===== src/rtl/s27_pkg.sv =====
// Shared widths, state bit indices and the combinational s27 lane function.
package s27_pkg;

  localparam int S27_STATE_W = 3;
  localparam int G5 = 0;
  localparam int G6 = 1;
  localparam int G7 = 2;

  // Returns {next_state[G7:G5], g17c} for one lane.
  function automatic logic [S27_STATE_W:0] s27_next(
    input logic [S27_STATE_W-1:0] state,
    input logic                   g0,
    input logic                   g1,
    input logic                   g2,
    input logic                   g3
  );
    logic g14, g8, g12, g15, g16, g9, g11, g10, g13;
    g14 = ~g0;
    g8  = g14 & state[G6];
    g12 = ~(g1 | state[G7]);
    g15 = g12 | g8;
    g16 = g3 | g8;
    g9  = ~(g16 & g15);
    g11 = ~(state[G5] | g9);
    g10 = ~(g14 | g11);
    g13 = ~(g2 | g12);
    return {g13, g11, g10, ~g11};
  endfunction

endpackage


===== src/rtl/s27_lane.sv =====
// One s27 lane: 3-bit state register with scan/hold/update mux and its
// combinational next-state and G17 logic.
module s27_lane
  import s27_pkg::*;
(
  input  logic                   clk,
  input  logic                   rst_n,
  input  logic                   en,
  input  logic                   se,
  input  logic                   scan_in,
  input  logic                   g0,
  input  logic                   g1,
  input  logic                   g2,
  input  logic                   g3,
  output logic [S27_STATE_W-1:0] state,
  output logic                   g17c,
  output logic                   scan_out
);

  logic [S27_STATE_W-1:0] state_q, state_d, next_state;

  always_comb begin
    {next_state, g17c} = s27_next(state_q, g0, g1, g2, g3);
    state_d = state_q;
    // Scan has priority over the functional enable; chain runs G5 -> G6 -> G7.
    if (se) begin
      state_d = {state_q[S27_STATE_W-2:0], scan_in};
    end else if (en) begin
      state_d = next_state;
    end
  end

  always_ff @(posedge clk or negedge rst_n) begin
    if (!rst_n) begin
      state_q <= '0;
    end else begin
      state_q <= state_d;
    end
  end

  assign state    = state_q;
  assign scan_out = state_q[G7];

endmodule


===== src/rtl/s27_array.sv =====
// LANES independent s27 lanes with input path-balancing DFFs, optional
// registered G17 and a full-state scan chain (lane0.G5 first, lane(N-1).G7 = SO).
module s27_array
  import s27_pkg::*;
#(
  parameter int LANES     = 4,
  parameter int BAL_DEPTH = 2,
  parameter int OUT_REG   = 1
) (
  input  logic                     CK,
  input  logic                     RN,
  input  logic [LANES-1:0]         G0,
  input  logic [LANES-1:0]         G1,
  input  logic [LANES-1:0]         G2,
  input  logic [LANES-1:0]         G3,
  input  logic                     EN,
  input  logic                     SE,
  input  logic                     SI,
  output logic                     SO,
  output logic [LANES-1:0]         G17,
  output logic [3*LANES-1:0]       ST
);

  logic [4*LANES-1:0] raw_in, bal_in;
  logic [LANES:0]     chain;
  logic [LANES-1:0]   g17c;

  assign raw_in = {G3, G2, G1, G0};

  generate
    if (BAL_DEPTH == 0) begin : g_nobal
      assign bal_in = raw_in;
    end else begin : g_bal
      logic [4*LANES-1:0] bal_q [BAL_DEPTH];
      logic [4*LANES-1:0] bal_d [BAL_DEPTH];

      // Free-running delay line: shifts regardless of EN and SE.
      always_comb begin
        bal_d[0] = raw_in;
        for (int k = 1; k < BAL_DEPTH; k++) begin
          bal_d[k] = bal_q[k-1];
        end
      end

      always_ff @(posedge CK or negedge RN) begin
        if (!RN) begin
          for (int k = 0; k < BAL_DEPTH; k++) begin
            bal_q[k] <= '0;
          end
        end else begin
          for (int k = 0; k < BAL_DEPTH; k++) begin
            bal_q[k] <= bal_d[k];
          end
        end
      end

      assign bal_in = bal_q[BAL_DEPTH-1];
    end
  endgenerate

  assign chain[0] = SI;

  generate
    for (genvar i = 0; i < LANES; i++) begin : g_lane
      s27_lane u_lane (
        .clk      (CK),
        .rst_n    (RN),
        .en       (EN),
        .se       (SE),
        .scan_in  (chain[i]),
        .g0       (bal_in[i]),
        .g1       (bal_in[LANES+i]),
        .g2       (bal_in[2*LANES+i]),
        .g3       (bal_in[3*LANES+i]),
        .state    (ST[S27_STATE_W*i +: S27_STATE_W]),
        .g17c     (g17c[i]),
        .scan_out (chain[i+1])
      );
    end
  endgenerate

  assign SO = chain[LANES];

  generate
    if (OUT_REG != 0) begin : g_oreg
      logic [LANES-1:0] g17_q, g17_d;

      // Samples every cycle, including scan and hold.
      always_comb begin
        g17_d = g17c;
      end

      always_ff @(posedge CK or negedge RN) begin
        if (!RN) begin
          g17_q <= '0;
        end else begin
          g17_q <= g17_d;
        end
      end

      assign G17 = g17_q;
    end else begin : g_ocomb
      assign G17 = g17c;
    end
  endgenerate

endmodule


===== config.mk =====
export PLATFORM = sky130hd
export DESIGN_NAME = s27_array
export DESIGN_NICKNAME = d
export VERILOG_FILES = /design/src/rtl/s27_pkg.sv /design/src/rtl/s27_lane.sv /design/src/rtl/s27_array.sv
export SDC_FILE = /design/constraint.sdc
export NUM_CORES = 1
export LEC_CHECK = 0
export CAP_MARGIN = 40
export CORE_MARGIN = 3
export CORE_UTILIZATION = 30
export DETAILED_ROUTE_END_ITERATION = 6
export GPL_TIMING_DRIVEN = 0
export PLACE_DENSITY = 0.56
export SKIP_CTS_REPAIR_TIMING = 1
export SLEW_MARGIN = 20
export SYNTH_ARGS = -nofsm -noshare
export SYNTH_HDL_FRONTEND = slang
export SYNTH_SLANG_ARGS = --single-unit

===== constraint.sdc =====
create_clock -name CK -period 1.85 [get_ports CK]
set_input_delay 0.2775 -clock CK [delete_from_list [all_inputs] [get_ports CK]]
set_output_delay 0.2775 -clock CK [all_outputs]
set_load 0.03 [all_outputs]

==> Implementation_results.wiki <==
{| class="wikitable"
! Metric !! Value
|-
| Post-synthesis to final-layout area growth || 35.03%
|-
| Die width || 80.73 µm
|-
| Crit path kind || reg2out
|-
| Unrepaired setup endpoints after global routing || false
|-
| Gate power share || 0.196
|-
| Number of top-level design ports || 38
|-
| Result of the run || completed
|-
| Net count reported at finish || 180
|-
| DR iter-0 viols || 27
|-
| Largest driver fanout on the critical path || 4
|-
| Time the final worst path needs with I/O delays and setup || 1752 ps
|-
| Maximum clock insertion buffer count || 2
|-
| CP startpoint kind || register
|-
| Routed vias || 1023
|-
| Mean Syn Cell Area || 14.83 µm²
|-
| Mapped Nets || 134
|-
| Synth unique cells || 21
|-
| Via density per instance || 4.467
|-
| Part of the Yosys area used for sequential elements || 0.7170
|-
| Clock root cell || sky130_fd_sc_hd__clkbuf_8
|-
| Post-synthesis cell area || 0.001675 mm²
|-
| Worst Path Required || 1570 ps
|-
| Initial antenna violation count || 0
|-
| Share of final-layout standard cells stronger than drive strength 1 || 0.1824
|-
| Cell leakage power || 1.024 nW
|-
| Switching share of power || 0.2704
|-
| Floorplan die area || 0.006517 mm²
|-
| Antenna violation net count after detailed routing || 0
|-
| Seq cells post-synth || 48
|-
| Maximum number of pins on one net before global-route repair || 30
|-
| Fin area || 0.002262 mm²
|-
| Post-Synthesis Cells || 113
|-
| Total congestion overflow after global routing || 0
|-
| Number of hold violations in the final report || 0
|-
| Final TNS setup || 0 ps
|-
| Maximum vdd ir drop || 540.2 µV
|-
| Actual transition at the worst max-transition pin || 468.6 ps
|-
| H-tree depth || 2
|-
| Wire length of the first global-routing pass || 5492 µm
|-
| Global placer's final weighted congestion || 0.7470
|-
| Half-perimeter wire length after placement || 2342 µm
|-
| Final routed wire length divided by cell count || 14.27 µm
|-
| Total number of yosys warnings || 0
|-
| Ant diodes || 0
|-
| Number of global-route vias before repair || 1114
|-
| Number of detailed-route iterations in the first pass || 4
|-
| Clock transition time at the flip-flop clock pins of the worst setup and hold paths || 80 ps
|-
| TritonCTS clock tree || done
|-
| Placed Area || 0.002148 mm²
|-
| Number of I/O port buffers || 37
|-
| Area of the core || 0.005238 mm²
|-
| Area share of the largest cell type after synthesis || 0.7170
|-
| Number of clock sinks || 48
|-
| Global router's overall resource usage || 0.1153
|-
| Pins Over Slew Limit || 0
|-
| DRC Markers || 0
|-
| Remaining max-slew budget at the tightest pin || 0.6876
|-
| Power dissipated by switching net loads || 0.6246 mW
|-
| Clock insertion delay at the later pin of the skew report || 290 ps
|-
| Clock power share || 0.283
|-
| Number of buffers added by the clock tree synthesis step || 5
|-
| Ranking of synthesized cells by area || sky130_fd_sc_hd__dfrtp_1 (72%), sky130_fd_sc_hd__nor3b_2 (3.0%), sky130_fd_sc_hd__buf_4 (2.7%)
|-
| Die boundary height || 80.73 µm
|-
| Number of rows in the core area || 26
|-
| Post-synth top area cell || sky130_fd_sc_hd__dfrtp_1
|-
| Fraction of the cycle the final worst path needs || 0.9469
|-
| Share of power burned in registers || 0.521
|-
| Wirelength, routed || 3267 µm
|-
| Worst clock skew || 6.635 ps
|-
| Starting density of the core || 0.3199
|-
| Maximum capacitance violations || 0
|-
| # fillers || 480
|-
| Maximum frequency from static timing analysis || 570.8 MHz
|-
| Type of element capturing the critical path || output port
|-
| Cell area power density || 1021 mW/mm²
|-
| Path class of the lowest-slack min-delay path || reg2reg
|-
| Final Setup Violations || 0
|-
| Internal Power || 1.685 mW
|-
| Arr. time, crit path || 1470 ps
|}
[flip-flops by register name (all words and copies together), names as in the netlist]
register and count:
g_bal.bal_d 16, g_lane.u_lane.state 12, G17 4, bal_in 16
[metrics by stage]
stage	utilization	instances	hold slack [ps]	setup slack [ps]	total power, mW
2_1_floorplan	-	113	-18.09	741.6	1.457
3_3_place_gp	0.4073	220	331.6	-794.1	1.666
3_5_place_dp	0.4102	221	265.8	318.1	1.684
4_1_cts	0.4286	228	-61.61	25.39	2.339
5_1_grt	0.4319	229	358.1	44.69	2.424
6_report	0.4319	229	345.8	98.14	2.310
[power by group through the flow]
stage / logic (mW) / clock network [mW] / registers, mW
2_1_floorplan: 0.167 / 0 / 1.29
3_3_place_gp: 0.444 / 0 / 1.22
3_5_place_dp: 0.461 / 0 / 1.22
4_1_cts: 0.461 / 0.674 / 1.20
5_1_grt: 0.486 / 0.722 / 1.22
6_report: 0.453 / 0.654 / 1.20
[path summary, 6_finish.rpt]
path,from,endpoint,slack (ps),cells past startpoint
max,g_lane[3].u_lane.state[2]$_DFFE_PN0P_,ST[11],100,2
min,g_bal.bal_d[11]$_DFF_PN0_,bal_in[11]$_DFF_PN0_,350,0
max reg2reg,g_lane[2].u_lane.state[2]$_DFFE_PN0P_,g_lane[2].u_lane.state[0]$_DFFE_PN0P_,730,3
min reg2reg,g_bal.bal_d[11]$_DFF_PN0_,bal_in[11]$_DFF_PN0_,350,0
max in group asynchronous,RN,G17[1]$_DFF_PN0_,880,3
min in group asynchronous,RN,g_bal.bal_d[7]$_DFF_PN0_,470,2
[cell families (layout without fill, tap and decap cells)]
logic type,Yosys count,in the layout,synth area share
compound gates,37,37,0.1613
buf+inv,16,62,0.05451
flops,48,48,0.7170
mux,3,3,0.01792
simple gates,9,9,0.04929
[routing by layer]
metal,share of wire,track usage,routed length (µm),up-vias
li1,-,-,-,478
met1,0.42,0.1320,1374,515
met2,0.51,0.2003,1678,26
met3,0.052,0.03991,169,4
met4,0.013,0.04054,44,0
met5,0,0,0,-
[synth_stat cells, drive strengths merged]
cell type,number
dfrtp,48
a21oi,10
o21ai,9
buf,8
inv,8
nor3b,5
a211oi,4
a21o,4
a22o,4
nor2b,4
a32oi,3
mux2i,3
o21bai,2
o31ai,1
[placed cells by master (no fill, tap or decap), types with 4 or more instances in the layout]
cell	count
sky130_fd_sc_hd__dfrtp_1	48
sky130_fd_sc_hd__inv_1	7
sky130_fd_sc_hd__a22o_1	4
sky130_fd_sc_hd__nor3b_2	4
sky130_fd_sc_hd__clkdlybuf4s50_1	33
sky130_fd_sc_hd__a21o_1	4
sky130_fd_sc_hd__nor2b_1	4
sky130_fd_sc_hd__buf_4	6
sky130_fd_sc_hd__o21ai_1	6
sky130_fd_sc_hd__clkbuf_8	7
sky130_fd_sc_hd__a21oi_1	7
[critical path, cell delays in order, from the launching register on]
cell	delay [ps]
sky130_fd_sc_hd__dfrtp_1	400
sky130_fd_sc_hd__buf_4	120
sky130_fd_sc_hd__clkdlybuf4s50_1	660
[final cells by class]
class / instances / area, µm² / share of cell area
Sequential cell: 48 / 1201 / 0.5310
Buffer: 8 / 61.31 / 0.02710
Tap cell: 70 / 87.58 / 0.03872
Multi-Input combinational cell: 49 / 382.9 / 0.1692
Inverter: 8 / 30.03 / 0.01327
Clock buffer: 7 / 96.34 / 0.04259
Timing Repair Buffer: 39 / 402.9 / 0.1781
Power figures use the tool's default switching activity.
